`src/rtl/issue_steer_reg_if.sv`:
```
// issue_steer_reg_if
//   Bundles the issue-group input bus and the per-lane EXE output bus of
//   issue_steer_reg.
//   master : upstream/downstream side (drives in_*, observes in_ready, ex_*)
//   slave  : issue_steer_reg itself
//   in_valid/in_type/in_data : per-slot group, slot 0 oldest
//   in_ready                 : group accepted this cycle
//   ex_valid/ex_type/ex_data : per-lane registered issue to EXE
interface issue_steer_reg_if #(
    parameter int LANES = 2,
    parameter int DW    = 128,
    parameter int TW    = 10
);
    logic [LANES-1:0]    in_valid;
    logic [LANES*TW-1:0] in_type;
    logic [LANES*DW-1:0] in_data;
    logic                in_ready;
    logic [LANES-1:0]    ex_valid;
    logic [LANES*TW-1:0] ex_type;
    logic [LANES*DW-1:0] ex_data;

    modport master (
        output in_valid, in_type, in_data,
        input  in_ready, ex_valid, ex_type, ex_data
    );

    modport slave (
        input  in_valid, in_type, in_data,
        output in_ready, ex_valid, ex_type, ex_data
    );
endinterface

```
`src/rtl/issue_steer_reg.sv`:
```
// issue_steer_reg
//   Issue-stage steering register. Simple ALU entries fill the low lanes in
//   program order; the first non-simple entry is steered to lane LANES-1 (the
//   only lane with mul/div/CSR/ertn units). Younger entries behind it are
//   parked in a pending buffer and drained in later cycles, during which new
//   groups are refused.
//   clk       : clock, rising edge
//   rstn      : synchronous active-low reset
//   bus       : issue_steer_reg_if.slave (input group + EXE lanes)
//   stall     : downstream stall, freezes everything
//   flush     : mispredict flush, clears lanes and pending buffer
//   split_cnt : saturating count of group-split events
module issue_steer_reg #(
    parameter int LANES = 2,
    parameter int DW    = 128,
    parameter int TW    = 10
) (
    input  logic                 clk,
    input  logic                 rstn,
    issue_steer_reg_if.slave     bus,
    input  logic                 stall,
    input  logic                 flush,
    output logic [15:0]          split_cnt
);
    localparam int PW = LANES - 1;
    localparam logic [TW-1:0] TYPE_SIMPLE = TW'(1);

    typedef enum logic {RUN, DRAIN} state_t;

    state_t              state;
    logic [PW-1:0]       pend_valid;
    logic [TW-1:0]       pend_type [PW];
    logic [DW-1:0]       pend_data [PW];
    logic [LANES-1:0]    ex_valid_q;
    logic [LANES*TW-1:0] ex_type_q;
    logic [LANES*DW-1:0] ex_data_q;

    logic [LANES-1:0]    src_valid;
    logic [TW-1:0]       src_type [LANES];
    logic [DW-1:0]       src_data [LANES];
    logic [LANES-1:0]    live;

    logic [LANES-1:0]    nxt_valid;
    logic [LANES*TW-1:0] nxt_type;
    logic [LANES*DW-1:0] nxt_data;
    logic [PW-1:0]       rem_valid;
    logic [TW-1:0]       rem_type [PW];
    logic [DW-1:0]       rem_data [PW];
    logic                found;
    int                  k;

    assign bus.in_ready = rstn & ~stall & ~flush & (state == RUN);
    assign bus.ex_valid = ex_valid_q;
    assign bus.ex_type  = ex_type_q;
    assign bus.ex_data  = ex_data_q;

    // The pending buffer is always a prefix, so in DRAIN the top slot is
    // simply empty.
    always_comb begin
        src_valid = '0;
        for (int i = 0; i < LANES; i++) begin
            src_type[i] = '0;
            src_data[i] = '0;
        end
        if (state == DRAIN) begin
            for (int i = 0; i < PW; i++) begin
                src_valid[i] = pend_valid[i];
                src_type[i]  = pend_type[i];
                src_data[i]  = pend_data[i];
            end
        end else begin
            for (int i = 0; i < LANES; i++) begin
                src_valid[i] = bus.in_valid[i];
                src_type[i]  = bus.in_type[i*TW +: TW];
                src_data[i]  = bus.in_data[i*DW +: DW];
            end
        end
        live[0] = src_valid[0];
        for (int i = 1; i < LANES; i++) begin
            live[i] = live[i-1] & src_valid[i];
        end
    end

    // Entries before the first non-simple one keep their own lane index, so
    // the lane order matches age order; everything behind it is repacked
    // from pending slot 0.
    always_comb begin
        nxt_valid = '0;
        nxt_type  = '0;
        nxt_data  = '0;
        rem_valid = '0;
        for (int i = 0; i < PW; i++) begin
            rem_type[i] = '0;
            rem_data[i] = '0;
        end
        found = 1'b0;
        k     = 0;
        for (int i = 0; i < LANES; i++) begin
            if (live[i]) begin
                if (!found) begin
                    if (src_type[i] == TYPE_SIMPLE) begin
                        nxt_valid[i]           = 1'b1;
                        nxt_type[i*TW +: TW]   = src_type[i];
                        nxt_data[i*DW +: DW]   = src_data[i];
                    end else begin
                        found                          = 1'b1;
                        k                              = i;
                        nxt_valid[LANES-1]             = 1'b1;
                        nxt_type[(LANES-1)*TW +: TW]   = src_type[i];
                        nxt_data[(LANES-1)*DW +: DW]   = src_data[i];
                    end
                end else begin
                    rem_valid[i-k-1] = 1'b1;
                    rem_type[i-k-1]  = src_type[i];
                    rem_data[i-k-1]  = src_data[i];
                end
            end
        end
    end

    always_ff @(posedge clk) begin
        if (!rstn) begin
            state      <= RUN;
            ex_valid_q <= '0;
            ex_type_q  <= '0;
            ex_data_q  <= '0;
            pend_valid <= '0;
            split_cnt  <= '0;
        end else if (flush) begin
            state      <= RUN;
            ex_valid_q <= '0;
            ex_type_q  <= '0;
            ex_data_q  <= '0;
            pend_valid <= '0;
        end else if (!stall) begin
            ex_valid_q <= nxt_valid;
            ex_type_q  <= nxt_type;
            ex_data_q  <= nxt_data;
            pend_valid <= rem_valid;
            pend_type  <= rem_type;
            pend_data  <= rem_data;
            if (|rem_valid) begin
                state <= DRAIN;
                if (split_cnt != 16'hFFFF) begin
                    split_cnt <= split_cnt + 16'd1;
                end
            end else begin
                state <= RUN;
            end
        end
    end
endmodule

```
`src/flat_wrapper.sv`:
```
// flat-port wrapper written by rule: the top's interface ports become plain ports
module issue_steer_reg_flat 
#(
    parameter int LANES = 2,
    parameter int DW    = 128,
    parameter int TW    = 10
)
  (clk, rstn, stall, flush, split_cnt, bus_in_valid, bus_in_type, bus_in_data, bus_in_ready, bus_ex_valid, bus_ex_type, bus_ex_data);
  issue_steer_reg_if #(.LANES(LANES), .DW(DW), .TW(TW)) bus_i ();
  input  logic clk;
  input  logic rstn;
  input  logic stall;
  input  logic flush;
  output logic [15:0] split_cnt;
  input wire logic [$bits(bus_i.in_valid)-1:0] bus_in_valid;
  input wire logic [$bits(bus_i.in_type)-1:0] bus_in_type;
  input wire logic [$bits(bus_i.in_data)-1:0] bus_in_data;
  output wire logic [$bits(bus_i.in_ready)-1:0] bus_in_ready;
  output wire logic [$bits(bus_i.ex_valid)-1:0] bus_ex_valid;
  output wire logic [$bits(bus_i.ex_type)-1:0] bus_ex_type;
  output wire logic [$bits(bus_i.ex_data)-1:0] bus_ex_data;
  assign bus_i.in_valid = bus_in_valid;
  assign bus_i.in_type = bus_in_type;
  assign bus_i.in_data = bus_in_data;
  assign bus_in_ready = bus_i.in_ready;
  assign bus_ex_valid = bus_i.ex_valid;
  assign bus_ex_type = bus_i.ex_type;
  assign bus_ex_data = bus_i.ex_data;
  issue_steer_reg #(.LANES(LANES), .DW(DW), .TW(TW)) u_core (.clk(clk), .rstn(rstn), .bus(bus_i), .stall(stall), .flush(flush), .split_cnt(split_cnt));
endmodule
```
`config.mk`:
```
export PLATFORM = sky130hd
export DESIGN_NAME = issue_steer_reg_flat
export DESIGN_NICKNAME = d
export VERILOG_FILES = /design/src/rtl/issue_steer_reg_if.sv /design/src/rtl/issue_steer_reg.sv /design/src/flat_wrapper.sv
export SDC_FILE = /design/constraint.sdc
export NUM_CORES = 1
export LEC_CHECK = 0
export CAP_MARGIN = 20
export CORE_AREA = 2 2 225 227
export DETAILED_ROUTE_END_ITERATION = 10
export DIE_AREA = 0 0 227 229
export GPL_TIMING_DRIVEN = 0
export MAX_ROUTING_LAYER = met4
export PLACE_DENSITY_LB_ADDON = 0.15
export SYNTH_ARGS = -nofsm -noshare
export SYNTH_HDL_FRONTEND = slang
export SYNTH_SLANG_ARGS = --single-unit
```
`constraint.sdc`:
```
create_clock -name clk -period 4.6 [get_ports clk]
set_clock_uncertainty 0.05 [all_clocks]
set_input_delay 0.92 -clock clk [delete_from_list [all_inputs] [get_ports clk]]
set_output_delay 0.92 -clock clk [all_outputs]
set_load 0.01 [all_outputs]
```
# Word level (Yosys, flattened, before mapping)
# Index checks and enable logic that the tools add are counted.
# Widths: inputs -> output; s select.
[totals]
input_bits = 282
mem_bits_ro = 0
latch_bits = 0
n_memories = 0
ff_bits = 434
ramBits = 0
[classes]
muxes = 25
multipliers = 0
n_bitwise = 8
div_mod_pow = 0
shift = 0
reduce_logical = 4
add_sub_neg = 1
n_eq_ne = 2
n_lt_le_gt_ge = 0
[ops]
columns = ["op", "n"]
rows = [
  ["$mux 128", 6],
  ["$mux 256", 1],
  ["$mux 10", 6],
  ["$mux 20", 1],
  ["$add 16x1->16 const B", 1],
  ["$ne 16x16->1 const B", 1],
  ["$eq 10x1->1 const B", 1],
  ["$mux 1", 10],
  ["$and 1x1->1", 4],
  ["$not 1->1", 4],
  ["$reduce_and 4->1", 1],
  ["$reduce_and 3->1", 1],
  ["$mux 2", 1],
  ["$reduce_and 2->1", 1],
  ["$reduce_or 2->1", 1],
]

# Longest topological paths before layout
# Gate-level depths: netlist of run 1.
[logic_depth]
depth_word = 7
ltp_mapped = 10
ltp_nobuf = 7

# Worst setup path before layout of run 1
# OpenSTA, ideal clock, no wires.
[synth_path]
path_type = "in2reg"
startpoint = "input flush"
endpoint = "register u_core.ex_data_q[179] (netlist: u_core.bus.ex_data[179])"
stages = 10
t_arrival_ps = 4033
setup_slack_ps = 449
n_path_buf = 3
path_cell_list = "nand2b_1 nand2b_1 buf_2 inv_2 o21ai_1 nor3_4 buf_4 buf_2 a21oi_1 o21ai_1"
[synth_via]
elab_chain_len = 1
[synth_rtl]
columns = ["element", "line", "text"]
rows = [
  ["start: declaration", "flat_wrapper.sv:13", "input logic flush;"],
  ["$reduce_or 2->1 (no source line)", "--", ""],
  ["end signal: assignment", "issue_steer_reg.sv:138", "ex_data_q <= nxt_data;"],
  ["end: declaration", "issue_steer_reg.sv:36", "logic [LANES*DW-1:0] ex_data_q;"],
]
# Every way passes these cells.
# A chain may end at the register's enable or synchronous reset.

==> metrics.yaml, run 1 <==
flow_run:
  cap_violations: 0
setup_path:
  cp-start-kind: "flip-flop"
  worstPathRequired_ns: 3.63
  worst_r2r_path_depth: 6
  reg2reg_setup_slack_ns: 1.71
  r2r_start: "u_core.pend_valid"
  path_max_fanout: 10
  arrival_ns: 3.42
  crit_path_start: "u_core.pend_valid"
  setup.worst_path.end_class: "primary output"
  r2r-end: "u_core.bus.ex_data[127]"
  crit_end: "bus_in_ready"
  worstSetupPathType: "flip-flop to primary output"
clock_network:
  cts_buffer_depth: 3
  cts_max_level: 2
  post_cts_resized: 0
  cts_root_buf: "clkbuf_16"
  cts_hold_buf: 0
  clk-insertion-delay-late_ns: 0.59
  post_cts_buffers: 0
  tritoncts: "yes"
  clk_pin_slew_ns: 0.06
  cts.sinks: 433
  cts-buffers-inserted: 49
floorplan:
  dieArea_mm2: 0.05198
  ioPinCount: 577
  core-area_mm2: 0.04966
  start_util_pct: 35.72
  std_cell_rows: 82
  die_w_um: 227
  die_h_um: 229
synth:
  yosys_warnings: 0
  avgSynthCellArea_um2: 9.849
  yosys.cell_types.count: 38
  synth_area_mm2: 0.01774
  syn_inst: 1801
  ys_seq_area_share_pct: 56.66
  syn_nets: 2084
  ys_seq_elements: 433
grt:
  overflow: 0
  grt_util_met3_pct: 9.108
  grt_util_met1_pct: 33.15
  grt_pass1_wl_mm: 104.4
  grt_usage_pct: 27.85
  use_met2_pct: 44.08
  grt_pass1_vias: 16240
  grt_start_max_net_pins: 107
  grt_most_used_layer: "met2"
  antenna_found_initial: 20
timing:
  fin_crit_sh_pct: 95.50
  layout_setup_ws_ns: 0.2069
  rsz0062_at_grt: "no"
  max_freq_ghz: 0.2276
  maxSlewHeadroom_pct: 28.12
  fin_crit_ns: 4.393
  final_hold_viol_count: 0
  worst_slew_pin_slew_ns: 1.078
  maxSlewViolCount: 0
  setup_tns_ns: 0
  finalSetupViolations: 0
place:
  place_ws_ns: -0.1331
  place_area_mm2: 0.02439
  place_congestion: 0.9068
  dp_hpwl_mm: 53.24
  numPortBuffers: 576
drt:
  wl_per_cell_um: 22.72
  viasPerCell: 5.086
  vias: 16090
  drtIter0Drc: 1062
  routed_wl_mm: 71.85
  ant_nets: 0
  firstDrtPassIters: 5
  drcViolationCount: 0
min_path:
  hold_class: "flip-flop to flip-flop"
outcome:
  outcome: "completed"
pwr:
  power_density_mw_per_mm2: 340.1
  ir_worst_vdd_v: 0.0002637
  p_leak_nw: 9.197
finish:
  fin_nets: 2713
  final_area_mm2: 0.02610
  utilization_pct: 52.57
  areaGrowthSynthToFinish_pct: 47.15
  drive_above_1_share_pct: 4.816
[worst min-delay path by stage]
stage / end / from / cells after the start
2_1_floorplan: u_core.bus.ex_type[0] / u_core.bus.ex_type[0] / 2
3_3_place_gp: u_core.bus.ex_type[0] / u_core.bus.ex_type[0] / 2
3_5_place_dp: u_core.bus.ex_valid[1] / u_core.bus.ex_valid[1] / 2
4_1_cts: u_core.bus.ex_valid[1] / u_core.bus.ex_valid[1] / 2
5_1_grt: u_core.bus.ex_data[194] / u_core.bus.ex_data[194] / 2
6_report: u_core.bus.ex_valid[0] / u_core.bus.ex_valid[0] / 2
[state kept, by name, summed over array words and instances, names as in the netlist]
signal	count
u_core.split_cnt	16
u_core.pend_data	128
u_core.pend_type	10
u_core.pend_valid	1
u_core.bus.ex_type	20
u_core.bus.ex_data	256
u_core.bus.ex_valid	2
[cells by family after synthesis]
| group | synth area share [%] |
|---|---|
| compound gates | 15.16 |
| xor+xnor | 0.04938 |
| fa+ha+maj | 0.07053 |
| buf+inv | 3.379 |
| flops | 56.66 |
| mux | 7.392 |
| simple gates | 17.30 |
[synthesized netlist by cell type]
library cell	n	area [um2]
inv_1	5	18.77
buf_4	1	7.510
nor3_4	2	32.53
o21ai_1	89	445.4
nor2_1	25	93.84
and4bb_2	1	12.51
or3_1	5	31.28
and3_1	43	269.0
a221oi_1	39	341.6
nor4_1	2	12.51
nand3_1	5	25.02
nand2b_1	3	18.77
ha_1	1	12.51
nor4_4	1	21.27
inv_2	1	3.750
clkbuf_1	108	405.4
mux2i_1	131	1311
o31a_1	2	17.52
edfxtp_1	138	4144
and2_1	200	1251
buf_1	1	3.750
nor3_1	4	20.02
nand4_1	7	43.79
a21oi_1	154	770.7
nand2_1	289	1085
buf_2	32	160.2
o31ai_1	46	345.3
o21ai_0	148	740.7
o211ai_1	1	7.510
and4_1	3	26.28
nor4b_1	1	8.760
xor2_1	1	8.760
nor2b_1	7	43.79
o311a_1	1	10.01
nand3b_4	1	20.02
dfxtp_1	295	5906
or4_1	7	52.55
a41o_1	1	10.01
[area by class of cell]
class / count / area, um2
Inverter: 6 / 30.03
Tap cell: 672 / 840.8
Timing Repair Buffer: 578 / 5804
Clock buffer: 78 / 1530
Buffer: 142 / 576.8
Antenna cell: 20 / 50.05
Clock inverter: 14 / 131.4
Fill cell: 4634 / 23560
Multi-Input combinational cell: 1220 / 7089
Sequential cell: 433 / 10050
[cell usage in the layout (no fill, tap or decap), types with 9 or more instances in the layout]
master / netlist / routed
and2_1: 200 / 200
o21ai_0: 148 / 148
nand2_1: 289 / 289
clkbuf_8: 0 / 11
nor2_1: 25 / 25
o31ai_1: 46 / 46
clkbuf_1: 108 / 122
buf_2: 32 / 32
clkdlybuf4s50_1: 0 / 576
mux2i_1: 131 / 131
and3_1: 43 / 43
diode_2: 0 / 20
a21oi_1: 154 / 154
o21ai_1: 89 / 89
clkinv_2: 0 / 9
clkbuf_16: 0 / 53
dfxtp_1: 295 / 295
edfxtp_1: 138 / 138
a221oi_1: 39 / 39
[worst max-delay path, stage by stage (launching register included)]
cell	delay, ns
dfxtp_1	0.44
buf_2	0.41
buf_2	0.43
clkbuf_1	0.48
buf_2	0.42
nor2_1	0.09
clkdlybuf4s50_1	0.54
[where the power goes]
| group | internal, mW | switching (mW) |
|---|---|---|
| registers | 4.01 | 0.0329 |
| logic | 0.414 | 0.377 |
| clock network | 2.39 | 1.66 |
[metal layers]
metal  up-vias  share of wire [%]
met5         -                  0
met4         0                3.1
met3       106                9.7
met2       641                 47
met1      7697                 40
li1       7643                  -
[through the flow]
| step | cells | total power, mW | hold slack (ns) |
|---|---|---|---|
| floorplan | 1801 | 4.405 | 0.4166 |
| global route | 3162 | 9.144 | 0.4135 |
| finish | 3163 | 8.878 | 0.3907 |
| detailed placement | 3051 | 4.909 | 0.3841 |
| CTS | 3143 | 8.950 | 0.3939 |
| global placement | 3049 | 4.905 | 0.3827 |
Power figures use the tool's default switching activity.
==> run 2, diff against run 1 <==
GPL_TIMING_DRIVEN = default   (was 0)
REMOVE_ABC_BUFFERS = 1   (was default)
==> run 2 against run 1 <==
Net effect:
- worst hold slack gained 0.0021 ns
- setup slack improved by 0.65 ns
- core utilization fell by 0.60 points
- combinational power down 2.9%
- critical path type is now primary input to primary output
- cell count decreased by 3.7%
- register-to-register slack got worse by 0.19 ns
- via count down 3.6%
- critical endpoint unchanged
- highest routed layer unchanged
- global-route usage is 2.8 points lower
- wire length decreased by 9.3%
- count of clock-buffer cells in the layout decreased by 4
==> metrics.yaml, run 2 (synthesis gave the netlist of run 1 again) <==
outcome:
  outcome: "completed"
grt:
  antenna_found_initial: 21
  grt_pass1_wl_mm: 96.29
  use_met2_pct: 38.90
  grt_usage_pct: 25.04
  overflow: 0
  grt_most_used_layer: "met2"
  grt_pass1_vias: 15410
  grt_util_met3_pct: 9.455
  grt_util_met1_pct: 29.80
  grt_start_max_net_pins: 140
clock_network:
  cts-buffers-inserted: 48
  post_cts_buffers: 0
  cts_buffer_depth: 3
  clk-insertion-delay-late_ns: 0.59
  cts_root_buf: "clkbuf_16"
  cts_max_level: 2
  cts.sinks: 433
  clk_pin_slew_ns: 0.06
  cts_hold_buf: 0
  post_cts_resized: 0
  tritoncts: "yes"
floorplan:
  std_cell_rows: 82
  core-area_mm2: 0.04966
  die_h_um: 229
  dieArea_mm2: 0.05198
  die_w_um: 227
  start_util_pct: 35.72
  ioPinCount: 577
drt:
  viasPerCell: 5.091
  routed_wl_mm: 65.19
  ant_nets: 0
  vias: 15510
  firstDrtPassIters: 5
  drtIter0Drc: 1001
  drcViolationCount: 0
  wl_per_cell_um: 21.40
timing:
  max_freq_ghz: 0.2670
  setup_tns_ns: 0
  worst_slew_pin_slew_ns: 1.025
  finalSetupViolations: 0
  maxSlewViolCount: 0
  fin_crit_ns: 3.745
  layout_setup_ws_ns: 0.8552
  rsz0062_at_grt: "no"
  fin_crit_sh_pct: 81.41
  final_hold_viol_count: 0
  maxSlewHeadroom_pct: 31.63
setup_path:
  setup.worst_path.end_class: "primary output"
  worstPathRequired_ns: 3.63
  cp-start-kind: "primary input"
  path_max_fanout: 6
  reg2reg_setup_slack_ns: 1.52
  arrival_ns: 2.77
  r2r-end: "u_core.pend_data[6]"
  r2r_start: "u_core.pend_valid"
  worstSetupPathType: "primary input to primary output"
  worst_r2r_path_depth: 6
finish:
  final_common_cell: "clkdlybuf4s50_1"
  areaGrowthSynthToFinish_pct: 45.46
  mostFrequentLayoutCells: "clkdlybuf4s50_1 (576), dfxtp_1 (294), nand2_1 (288)"
  drive_above_1_share_pct: 4.970
  largest_reg_flops: 256
  fin_nets: 2597
  utilization_pct: 51.96
min_path:
  hold_class: "flip-flop to flip-flop"
  holdPathEnd: "u_core.bus.ex_valid[1]"
  min_path_cells: 2
  hp-start: "u_core.bus.ex_valid[1]"
place:
  dp_hpwl_mm: 43.10
  numPortBuffers: 576
  place_congestion: 0.8257
  place_ws_ns: 0.8142
pwr:
  totalPowerFinal_mw: 8.568
  ir_worst_vdd_v: 0.0002536
  power_density_mw_per_mm2: 332.1
  p_leak_nw: 9.054
flow_run:
  cap_violations: 0
[run 2: worst max-delay path: stages]
cell,delay (ns)
clkdlybuf4s50_1,0.59
nand2b_1,0.22
nand2b_2,0.35
nor2_1,0.13
clkdlybuf4s50_1,0.56
[run 2: layout make-up]
cell class	count	area (um2)
tap	672	840.8
inverter	6	27.53
clock buffer	74	1410
antenna	20	50.05
sequential	433	10050
fill	4648	23860
clock inverter	16	111.4
multi-input combinational	1220	7138
timing repair buffer	605	6171
[run 2: worst max-delay path by stage]
stage / start / end / slack (ns) / cells after the start
3_5_place_dp: bus_in_type[0] / u_core.pend_data[43] / 0.81 / 6
2_1_floorplan: flush / u_core.bus.ex_type[1] / -5.34 / 3
4_1_cts: rstn / bus_in_ready / 0.86 / 5
3_3_place_gp: bus_in_type[1] / u_core.pend_data[50] / 0.86 / 6
6_report: rstn / bus_in_ready / 0.86 / 5
5_1_grt: rstn / bus_in_ready / 0.75 / 5
[run 2: power by group]
| part | switching [mW] | internal (mW) | total [mW] |
|---|---|---|---|
| registers | 0.0338 | 4.01 | 4.04 |
| clock network | 1.59 | 2.17 | 3.76 |
| logic | 0.349 | 0.419 | 0.768 |
| total | 1.98 | 6.59 | 8.57 |
[run 2: metrics by stage]
step                      cell area [um2]  std cells  hold slack, ns
final                               25800       3046          0.3928
after global routing                25800       3046          0.4170
after CTS                           25730       3025          0.3933
after detailed placement            24210       2935          0.3833
after global placement              24210       2935          0.3811
after floorplan                     17160       1659          0.4166
[run 2: metal layers]
layer / vias to the layer above / part of all wire (%) / wire length (um)
li1: 7392 / - / -
met1: 7452 / 40 / 26180
met2: 561 / 47 / 30420
met3: 102 / 10 / 6651
met4: 0 / 3.0 / 1933
met5: - / 0 / 0
